[src/rtl/dmem_arbiter.sv]
// Data-memory arbiter between the pipeline MEM stage and a burst DMA engine.
// The CPU is served combinationally; DMA bursts take the memory with starvation protection.
module dmem_arbiter #(
  parameter int WORD_LEN     = 32,
  parameter int STARVE_LIMIT = 8,
  parameter int LEN_W        = 4
) (
  input  logic                clk,
  input  logic                rst,
  input  logic                cpu_req,
  input  logic                cpu_we,
  input  logic [WORD_LEN-1:0] cpu_addr,
  input  logic [WORD_LEN-1:0] cpu_wdata,
  output logic [WORD_LEN-1:0] cpu_rdata,
  output logic                cpu_ready,
  input  logic                dma_req,
  input  logic                dma_we,
  input  logic [WORD_LEN-1:0] dma_addr,
  input  logic [LEN_W-1:0]    dma_len,
  input  logic [WORD_LEN-1:0] dma_wdata,
  output logic                dma_beat,
  output logic [WORD_LEN-1:0] dma_rdata,
  output logic                dma_done,
  output logic                mem_writeEn,
  output logic                mem_readEn,
  output logic [WORD_LEN-1:0] mem_address,
  output logic [WORD_LEN-1:0] mem_dataIn,
  input  logic [WORD_LEN-1:0] mem_dataOut
);

  localparam int STARVE_W = (STARVE_LIMIT < 1) ? 1 : $clog2(STARVE_LIMIT + 1);
  localparam logic [STARVE_W-1:0] STARVE_MAX = STARVE_W'(STARVE_LIMIT);

  typedef enum logic [1:0] {
    IDLE = 2'd0,
    CPU  = 2'd1,
    DMA  = 2'd2
  } state_t;

  state_t              state_q, state_d;
  logic [STARVE_W-1:0] starve_q, starve_d;
  logic [LEN_W-1:0]    beat_cnt_q, beat_cnt_d;
  logic [WORD_LEN-1:0] addr_q, addr_d;
  logic                we_q, we_d;

  assign cpu_rdata = mem_dataOut;
  assign dma_rdata = mem_dataOut;

  always_ff @(posedge clk) begin
    if (rst) begin
      state_q    <= IDLE;
      starve_q   <= '0;
      beat_cnt_q <= '0;
      addr_q     <= '0;
      we_q       <= 1'b0;
    end else begin
      state_q    <= state_d;
      starve_q   <= starve_d;
      beat_cnt_q <= beat_cnt_d;
      addr_q     <= addr_d;
      we_q       <= we_d;
    end
  end

  always_comb begin
    state_d     = state_q;
    starve_d    = starve_q;
    beat_cnt_d  = beat_cnt_q;
    addr_d      = addr_q;
    we_d        = we_q;
    cpu_ready   = 1'b0;
    dma_beat    = 1'b0;
    dma_done    = 1'b0;
    mem_writeEn = 1'b0;
    mem_readEn  = 1'b0;
    mem_address = '0;
    mem_dataIn  = '0;

    unique case (state_q)
      DMA: begin
        dma_beat    = 1'b1;
        mem_address = addr_q;
        mem_dataIn  = dma_wdata;
        mem_writeEn = we_q;
        mem_readEn  = ~we_q;
        addr_d      = addr_q + WORD_LEN'(4);
        if (beat_cnt_q == '0) begin
          dma_done = 1'b1;
          state_d  = IDLE;
        end else begin
          beat_cnt_d = beat_cnt_q - LEN_W'(1);
        end
      end
      default: begin
        if (cpu_req) begin
          cpu_ready   = 1'b1;
          mem_address = cpu_addr;
          mem_dataIn  = cpu_wdata;
          mem_writeEn = cpu_we;
          mem_readEn  = ~cpu_we;
        end
        // The CPU access of this cycle still completes; the burst starts next edge.
        if (dma_req && (!cpu_req || starve_q == STARVE_MAX)) begin
          state_d    = DMA;
          starve_d   = '0;
          addr_d     = dma_addr & ~WORD_LEN'(3);
          we_d       = dma_we;
          beat_cnt_d = dma_len;
        end else begin
          state_d = cpu_req ? CPU : IDLE;
          if (dma_req && starve_q != STARVE_MAX) begin
            starve_d = starve_q + STARVE_W'(1);
          end
        end
      end
    endcase

    if (rst) begin
      cpu_ready   = 1'b0;
      dma_beat    = 1'b0;
      dma_done    = 1'b0;
      mem_writeEn = 1'b0;
      mem_readEn  = 1'b0;
    end
  end

endmodule

[config.mk]
export PLATFORM = sky130hd
export DESIGN_NAME = dmem_arbiter
export DESIGN_NICKNAME = d
export VERILOG_FILES = /design/src/rtl/dmem_arbiter.sv
export SDC_FILE = /design/constraint.sdc
export NUM_CORES = 1
export LEC_CHECK = 0
export CAP_MARGIN = 20
export CORE_AREA = 4 4 117 119
export CTS_BUF_LIST = sky130_fd_sc_hd__clkbuf_8
export DETAILED_ROUTE_END_ITERATION = 10
export DIE_AREA = 0 0 121 123
export GPL_ROUTABILITY_DRIVEN = 0
export MAX_ROUTING_LAYER = met4
export PLACE_DENSITY = 0.74
export SLEW_MARGIN = 20
export SYNTH_ARGS = -nofsm -noshare
export SYNTH_HDL_FRONTEND = slang
export SYNTH_SLANG_ARGS = --single-unit
[constraint.sdc]
create_clock -name clk -period 2.2 [get_ports clk]
set_input_delay 0.44 -clock clk [delete_from_list [all_inputs] [get_ports clk]]
set_output_delay 0.44 -clock clk [all_outputs]
set_load 0.1 [all_outputs]
==> metrics.md, run 1 <==
| Metric | Value |
|---|---|
| Status | completed |
| Arrival @ worst endpoint | 1.67 ns |
| Slowest CP cell | dfxtp_1 |
| Clock sink count | between 40 and 50 |
| CTS tree | built |
| GRT Util Overall | 0.2010 |
| Period minus WS final | 2.112 ns |
| Vias in the first global route | 4719 |
| Most common cell after layout, fill and taps aside | clkdlybuf4s50_1 |
| Main synth FF type | dfxtp_1 |
| Area growth from synthesis to layout | 86.24% |
| Ys Warns | 0 |
| Port Buffers | 204 |
| Setup CP Type | reg -> out |
| First-pass GRT wire length | 23.81 mm |
| Mapped Area | ~3800 µm² |
| Die height | 123 µm |
| Layout cells sized above 1 | 0.2654 |
| Pleak | 0.002668 µW |
| GR Overflow Total | 0 |
| Sum of negative setup slack | 0 ns |
| Worst setup EP type | primary output |
| Root Buffer Master | clkbuf_8 |
| PnR Total Power | 3457 µW |
| Worst Setup Start Kind | flip-flop |
| Via count | 4729 |
| Htree depth | 2 |
| Antenna-violating nets left | 0 |
| Fin. Hold Viols | 0 |
| Syn nets | 765 |
| RSZ-0062 raised after global routing | no |
| 1st-iter DRT viols | 304 |
| Routed wire length | 15.75 mm |
| Max Clk Rate | around 0.47 GHz |
| Clock-pin transition on the worst setup and hold timing paths | approximately 0.080 ns |
| Core area | about 13000 µm² |
| Synth Register Bits | a little over 40 |
| CTS Buf Count | 5 |
| Fin crit share | 0.9599 |
| Register area share after synthesis | 0.2186 |
| Vias per cell | 5.231 |
| Post-synth cell types | approximately 50 |
| Filler cell count | 1109 |
| HP Class | reg -> reg |
| Post-synth EDFFs | 0 |
| Mapped Avg Cell Area | about 6.4 µm² |
| Drt first pass iters | 4 |
| CTS Buffer Depth | 2 |
| Max_cap viols | 0 |
| I/O pins | slightly above 300 |
| Slew HR | 0.6480 |
| Num rows | 41 |
| Worst-margin pin slew | 0.5232 ns |
| Chip Width | 121 µm |
| CP Max Fanout | 33 |
| Ys async rst share | 0 |
| Full die area | between 10000 and 15000 µm² |
| Slowest stage delay, CP | approximately 0.38 ns |
| Setup Viol. Count Final | 0 |
| CP cell instances | nand2b_4, buf_6, nand3_1, nand2_4, buf_12 |
| R2R setup slack | 0.15 ns |
| CP Data Required Time | 1.76 ns |
| Clock Latency Late Sink | about 0.3 ns |
| Final max-slew violation count | 0 |
| Final Skew | roughly 0.006 ns |
| Max VDD drop | between 0.0002 and 0.0003 V |
| Cell Pwr Density | 494.3 nW/µm² |
| Dpl hpwl | roughly 12 mm |
| Drt drc | 0 |
| Routed len/inst | 17.43 µm |
| Largest net degree at the start of global routing | 53 |
| Most frequent cells in the layout | clkdlybuf4s50_1 (133), nand2_1 (101), nand3_1 (73) |
| Initial Utilization | 0.2988 |
| Net count, final | between 900 and 1000 |
| Initial antenna violation count | 1 |
| Cells after synthesis | 590 |
[cells in the mapped netlist (4+ instances only)]
cell type  count  area (µm²)
nand2b_1       5       31.28
clkbuf_1      21       78.83
and3_1         8       50.05
buf_1         15       56.30
nor2_1        30       112.6
o21ai_0       10       50.05
a211oi_1       9       67.56
a31oi_1       13       81.33
inv_1          9       33.78
nand2_1      159       596.8
nand3_1       73       365.4
or3_1          6       37.54
dfxtp_1       41       820.8
ha_1           5       62.56
buf_4         64       480.5
a31o_2         4       35.03
or4_1          4       30.03
nand4_1       12       75.07
a21oi_1       34       170.2
nor4_1         9       56.30
nor3_1        13       65.06
o211ai_1       4       30.03
[power breakdown]
part	internal [µW]	switching (µW)
sequential	788	57.2
combinational	792	1160
clock	369	288
total	1950	1510
[routing by layer]
metal | GRT usage | wire, µm | vias up
met1 | 0.2243 | 6001 | 2201
met4 | 0.04037 | 189 | 0
met2 | 0.3741 | 8336 | 219
met3 | 0.03888 | 1228 | 26
met5 | - | 0 | -
li1 | - | - | 2283
[cell families (layout without fill, tap and decap cells)]
| logic type | Yosys count | after routing | synth area share |
|---|---|---|---|
| buffers and inverters | 111 | 252 | 0.1756 |
| flip-flops | 41 | 41 | 0.2186 |
| AO/OA/AOI/OAI | 93 | 93 | 0.1586 |
| AND/OR/NAND/NOR | 333 | 333 | 0.4132 |
| other | 0 | 1 | 0 |
| XOR/XNOR | 5 | 5 | 0.01166 |
| multiplexers | 2 | 2 | 0.005665 |
| adder cells (fa/ha/maj) | 5 | 5 | 0.01666 |
[final cells by class]
type | count | area [µm²] | share of cell area
tap | 172 | 215.2 | 0.03077
clock buffer | 6 | 82.58 | 0.01181
inverter | 9 | 33.78 | 0.004831
clock inverter | 2 | 37.54 | 0.005368
multi-input combinational | 438 | 2779 | 0.3974
antenna | 1 | 2.502 | 0.0003578
sequential | 41 | 820.8 | 0.1174
timing repair buffer | 235 | 3022 | 0.4321
[metrics by stage]
step	cell area (µm²)	utilization	setup slack [ns]	hold slack [ns]	instances
after CTS	6942	0.5523	0.04066	0.4841	901
after floorplan	4233	-	-0.1432	0.4500	590
final	6993	0.5564	0.08812	0.4807	904
after detailed placement	6814	0.5422	-0.04241	0.4719	893
after global placement	6814	0.5422	0.02610	0.4669	893
after global routing	6993	0.5564	0.002436	0.5111	904
[worst max-delay path: cells and delay by family (launching register included)]
family                 cells  cell delay (ns)
and+or+nand+nor            3             0.55
buffers and inverters      2             0.44
DFF                        1             0.38
[repair_timing]
item,CTS,global route
hold endpoints to repair,0,0
resized for setup,2,3
buffers inserted,0,1
cloned,0,1
hold buffers,0,0
setup endpoints to repair,2,3
[worst paths after layout]
kind	start	to	cells past startpoint
max reg2reg	addr_q[4]$_SDFFE_PP0P_	addr_q[31]$_SDFFE_PP0P_	5
max	state_q[0]$_SDFFE_PP0P_	mem_dataIn[31]	5
min	we_q$_SDFFE_PP0P_	we_q$_SDFFE_PP0P_	2
min reg2reg	we_q$_SDFFE_PP0P_	we_q$_SDFFE_PP0P_	2
[flip-flops by register name, indices dropped and copies added, names as in the netlist]
name / count
beat_cnt_q: 4
we_q: 1
state_q: 2
addr_q: 30
starve_q: 4
No activity file was read; power rests on OpenSTA's default activity.
==> run 2: changes to the inputs <==
CAP_MARGIN = default   (was 20)
SETUP_SLACK_MARGIN = 0.5   (was default)
==> run 2 against run 1 <==
Cell count increased by 6.1%; critical path type unchanged; via count grew 22%; highest routed layer unchanged; sequential cell count stayed put.
==> metrics.md, run 2 (synthesis results as in run 1) <==
| Metric | Value |
|---|---|
| Drt drc | 0 |
| Fin. Hold Viols | 0 |
| CP Launch Point | state_q[0]$_SDFFE_PP0P_ |
| Cell Pwr Density | roughly 430 nW/µm² |
| CTS Buffer Depth | 2 |
| Full die area | between 10000 and 15000 µm² |
| Crit. path cell count | 5 |
| CTS Buf Count | 5 |
| Drt first pass iters | 7 |
| Worst Setup Start Kind | flip-flop |
| Area growth from synthesis to layout | 147.6% |
| Via count | 5777 |
| Routed wire length | about 25 mm |
| Max VDD drop | around 0.00024 V |
| Clock Latency Late Sink | 0.33 ns |
| Max_cap viols | 0 |
| Final max-slew violation count | 0 |
| CTS tree | built |
| Util after Layout | 0.7397 |
| Vias per cell | 6.024 |
| Register-to-Register Path Depth | 6 |
| Largest net degree at the start of global routing | 34 |
| Initial Utilization | 0.2988 |
| Worst R2R Start | addr_q[6]$_SDFFE_PP0P_ |
| Slowest CP cell | dfxtp_4 |
| Core area | 12570 µm² |
| Root Buffer Master | clkbuf_8 |
| Critical path buffer and inverter count | 2 |
| Num rows | 41 |
| Net count, final | slightly below 1000 |
| CP Max Fanout | 18 |
| Clock-pin transition on the worst setup and hold timing paths | 0.09 ns |
| Placed Area | 7650 µm² |
| Die height | 123 µm |
| Max Clk Rate | 0.4708 GHz |
| Routed len/inst | 26.30 µm |
| Finished Cell Area | between 9000 and 10000 µm² |
| Worst hold slack | about 0.48 ns |
| First-pass GRT wire length | 31.36 mm |
| Worst-margin pin slew | 0.5903 ns |
| Layout cells sized above 1 | 0.5362 |
| Hold Path Depth | 2 |
| Slew HR | 0.5963 |
| Initial antenna violation count | 0 |
| Status | completed |
| Hold_sp | rst |
| GR Overflow Total | 0 |
| Cell family contributing the most delay on the critical path | simple AND/OR/NAND/NOR gates |
| Most common cell after layout, fill and taps aside | clkdlybuf4s50_1 |
| Pleak | 0.003590 µW |
| Vias in the first global route | 5361 |
| Port Buffers | ~200 |
| GRT Util Overall | 0.2789 |
| Final Skew | 0.01943 ns |
| Max reg flops | 30 |
| Setup CP Type | reg -> out |
| CP Data Required Time | 1.76 ns |
| Dpl hpwl | between 10 and 15 mm |
| Antenna-violating nets left | 0 |
| Regs by FF count | addr_q (30), beat_cnt_q (4), starve_q (4) |
| RSZ-0062 raised after global routing | yes |
| Slowest stage delay, CP | 0.39 ns |
| Hold buffer count at cts | 0 |
| Clock sink count | approximately 40 |
| HP Class | in -> reg |
| Most frequent cells in the layout | clkdlybuf4s50_1 (132), buf_12 (78), nand2_8 (56) |
| Fin crit share | 0.9654 |
| Antenna Diode Count | 0 |
| Period minus WS final | 2.124 ns |
| 1st-iter DRT viols | a little under 700 |
| I/O pins | 303 |
| Chip Width | 121 µm |
| Biggest register | addr_q |
| CP cell instances | nand2b_4, buf_6, nand3_1, nand2_8, buf_12 |
| Arrival @ worst endpoint | 1.68 ns |
| Setup Viol. Count Final | 0 |
| Worst setup EP type | primary output |
| Htree depth | 2 |
[run 2: cell count changes in the layout (fill, tap and decap cells not counted), sizes merged]
| cell | before | now |
|---|---|---|
| buf | 101 | 151 |
| clkbuf | 7 | 9 |
| clkinvlp | 1 | 3 |
| inv | 9 | 7 |
| nand2b | 5 | 7 |
| bufbuf | 0 | 1 |
| clkdlybuf4s50 | 133 | 132 |
| clkinv | 0 | 1 |
| diode | 1 | 0 |
| dlygate4sd2 | 0 | 1 |
[run 2: area by class of cell]
cell class | instances | area [µm²]
repair buffers | 289 | 3800
well taps | 172 | 215.2
fillers | 723 | 3272
flip-flops and latches | 41 | 875.8
clock buffers | 5 | 68.82
clock inverters | 3 | 46.29
inverters | 9 | 41.29
multi-input cells | 440 | 4249
[run 2: routing by layer]
layer,global-route usage,vias up,part of all wire
met5,-,-,0
li1,-,2410,-
met3,0.07274,169,0.11
met1,0.3057,2695,0.32
met2,0.4974,503,0.50
met4,0.08499,0,0.064
[run 2: report_power, final]
part	switching [µW]	internal, µW
logic	1450	1020
clock network	326	340
registers	86.2	789
[run 2: worst paths after layout]
check                                to  slack, ns
max                     mem_address[27]       0.08
min            starve_q[1]$_SDFFE_PP0P_       0.48
max reg2reg      addr_q[9]$_SDFFE_PP0P_       0.13
min reg2reg  beat_cnt_q[0]$_SDFFE_PP0P_       0.51
[run 2: per-stage QoR]
stage               setup TNS, ns  worst slack [ns]  cells  power (µW)
finish                          0           0.07615    959        4011
detailed placement       -0.07104          -0.06549    890        2975
CTS                             0            0.1344    937        3769
global placement                0           0.03589    890        2940
floorplan                       0            0.2725    590        2709
global route           -0.0007772        -0.0007772    959        4096
[run 2: worst register-to-register path, delay by kind of cell (launching register included)]
kind	cells	cell delay, ns
AOI/OAI and AO/OA	2	0.74
buffers and inverters	3	0.52
DFF	1	0.36
and+or+nand+nor	1	0.28
[run 2: repair_timing]
| item | CTS | global route |
|---|---|---|
| setup buffers | 27 | 18 |
| endpoints found under the setup margin | 98 | 107 |
| cloned | 12 | 4 |
| pin swaps | 13 | 55 |
| resized for setup | 77 | 100 |
==> run 3: changes to the inputs <==
PLACE_DENSITY = 0.72   (was 0.74)
==> run 3 against run 2 <==
Worst setup slack improved by 0.046 ns; highest routed layer unchanged; wire length fell by 7.4%; global-route usage down 0.42 points.
==> metrics.md, run 3 (synthesis results as in run 1) <==
| Metric | Value |
|---|---|
| Most frequent cells in the layout | clkdlybuf4s50_1 (132), buf_12 (81), buf_4 (47) |
| First-pass GRT wire length | 31.18 mm |
| Max_cap viols | 0 |
| Vias in the first global route | 5344 |
| CP cell instances | nand2b_4, buf_12, clkbuf_16, nand3_4, nand2_8, buf_12 |
| CTS Buffer Depth | 2 |
| Switching power | 1811 µW |
| Int Pwr | around 2000 µW |
| Net Sw Frac | 0.4714 |
| Num rows | 41 |
| Combinational share of power | 0.631 |
| RR Endpoint | addr_q[28]$_SDFFE_PP0P_ |
| Hold buffer count at cts | 0 |
| Slowest stage delay, CP | 0.37 ns |
| Cell Count, Final, Fillers Out | 970 |
| Biggest register | addr_q |
| CP Max Fanout | 6 |
| Drt first pass iters | 5 |
| Fin. Hold Viols | 0 |
| I/O pins | 303 |
| Vias per cell | 5.743 |
| GRT Util Overall | 0.2748 |
| Placed Cells | 892 |
| Cell family contributing the most delay on the critical path | buffers and inverters |
| Port Buffers | 204 |
| Net count, final | 971 |
| Register-to-Register Path Depth | 6 |
| Drt drc | 0 |
| GR Overflow Total | 0 |
| Setup Viol. Count Final | 0 |
| RSZ-0062 raised after global routing | yes |
| Die height | between 100 and 150 µm |
| Max VDD drop | 0.0002811 V |
| HP Class | reg -> reg |
| Period minus WS final | between 2 and 2.5 ns |
| Htree depth | 2 |
| 1st-iter DRT viols | 614 |
| PnR Total Power | 3842 µW |
| Filler cell count | 747 |
| Status | completed |
| Slew HR | 0.6009 |
| Max reg flops | 30 |
| Regs by FF count | addr_q (30), beat_cnt_q (4), starve_q (4) |
| Largest net degree at the start of global routing | 34 |
| Clock-pin transition on the worst setup and hold timing paths | 0.09 ns |
| Initial Utilization | 0.2988 |
| Final max-slew violation count | 0 |
| Area growth from synthesis to layout | 149.7% |
| Hold Path Depth | 2 |
| Clock sink count | 41 |
| Most common cell after layout, fill and taps aside | clkdlybuf4s50_1 |
| Full die area | 14880 µm² |
| Seq pwr share | 0.224 |
| Routed len/inst | 24.07 µm |
| Final Skew | 0.02008 ns |
| Worst-margin pin slew | between 0.5 and 0.6 ns |
| CP Data Required Time | 1.76 ns |
| Worst setup EP type | primary output |
| Via count | 5571 |
| Worst Hold Path EP | beat_cnt_q[0]$_SDFFE_PP0P_ |
| Clock Latency Late Sink | 0.33 ns |
| Cell Pwr Density | 409.8 nW/µm² |
| CTS tree | built |
| Slowest CP cell | dfxtp_2 |
| CTS Buf Count | 5 |
| Top cell by count, worst path | buf_12 |
| Setup CP Type | reg -> out |
| Max Clk Rate | 0.4814 GHz |
| Chip Width | between 100 and 150 µm |
| Pleak | 0.003748 µW |
| Dpl hpwl | 14.16 mm |
| Antenna-violating nets left | 0 |
| R2R setup slack | 0.16 ns |
| Worst R2R Start | addr_q[2]$_SDFFE_PP0P_ |
| Routed wire length | 23.35 mm |
| Critical path buffer and inverter count | 3 |
| Worst Setup Start Kind | flip-flop |
| Clock Power Share | 0.145 |
| Fin crit share | 0.9443 |
| Root Buffer Master | clkbuf_8 |
| Initial antenna violation count | 1 |
| Hold_sp | beat_cnt_q[0]$_SDFFE_PP0P_ |
| Arrival @ worst endpoint | 1.64 ns |
| Layout cells sized above 1 | 0.5571 |
| Core area | 12570 µm² |
## run 3: changes by cell type in the layout (fill, tap and decap cells not counted), moves of 8 or more
cell	delta
nand3_2	+8
nand2_8	-11
nand2_4	+8
buf_6	+15
## run 3: repair_timing
item / CTS / global route
endpoints found under the setup margin: 98 / 103
cloned: 8 / 6
resized for setup: 91 / 100
pin swaps: 29 / 32
setup buffers: 33 / 22
## run 3: worst register-to-register path, cell delays in order (launching register included)
cell and delay (ns):
dfxtp_4 0.37, ha_4 0.14, nand4_1 0.22, or4_4 0.54
or4_4 0.52, o221a_4 0.13, nor2_2 0.07
## run 3: how the worst max path moves through the flow
| stage | startpoint | to | slack [ns] | cells past startpoint |
|---|---|---|---|---|
| floorplan | state_q[0]$_SDFFE_PP0P_ | mem_address[6] | 0.27 | 5 |
| global placement | dma_req | addr_q[3]$_SDFFE_PP0P_ | -0.02 | 6 |
| detailed placement | dma_req | addr_q[3]$_SDFFE_PP0P_ | -0.08 | 6 |
| CTS | state_q[1]$_SDFFE_PP0P_ | mem_dataIn[25] | 0.15 | 6 |
| global route | state_q[1]$_SDFFE_PP0P_ | mem_dataIn[28] | 0.09 | 7 |
| finish | state_q[0]$_SDFFE_PP0P_ | mem_dataIn[8] | 0.12 | 6 |
## run 3: power by group through the flow
stage                     sequential [µW]  combinational (µW)  clock (µW)
final                                 859                2420         559
after global routing                  864                2490         574
after CTS                             848                2260         530
after detailed placement              869                2110           0
after global placement                864                2080           0
after floorplan                       854                1850           0
## run 3: stage by stage
step / setup TNS (ns) / hold slack [ns] / area [µm²] / worst slack (ns) / util
after floorplan: 0 / 0.4559 / 5290 / 0.2725 / -
after global placement: -0.04953 / 0.4657 / 7677 / -0.02108 / 0.6109
after detailed placement: -0.1976 / 0.4868 / 7677 / -0.08423 / 0.6109
after CTS: 0 / 0.5038 / 8627 / 0.1509 / 0.6864
after global routing: 0 / 0.5369 / 9375 / 0.08954 / 0.7459
final: 0 / 0.5030 / 9375 / 0.1225 / 0.7459
## run 3: final cells by class
type / instances / area, µm² / area share
Clock buffer: 5 / 68.82 / 0.007340
Multi-Input combinational cell: 439 / 4214 / 0.4495
Clock inverter: 3 / 22.52 / 0.002402
Antenna cell: 1 / 2.502 / 0.0002669
Timing Repair Buffer: 300 / 3936 / 0.4199
Inverter: 9 / 41.29 / 0.004404
Sequential cell: 41 / 874.6 / 0.09329
Tap cell: 172 / 215.2 / 0.02295
## run 3: metal layers
layer,up-vias,global-route usage,part of all wire,wire (µm)
met3,110,0.07502,0.11,2609
met5,-,-,0,0
met1,2588,0.3055,0.34,7987
met4,0,0.07720,0.044,1017
met2,445,0.4852,0.50,11740
li1,2428,-,-,-
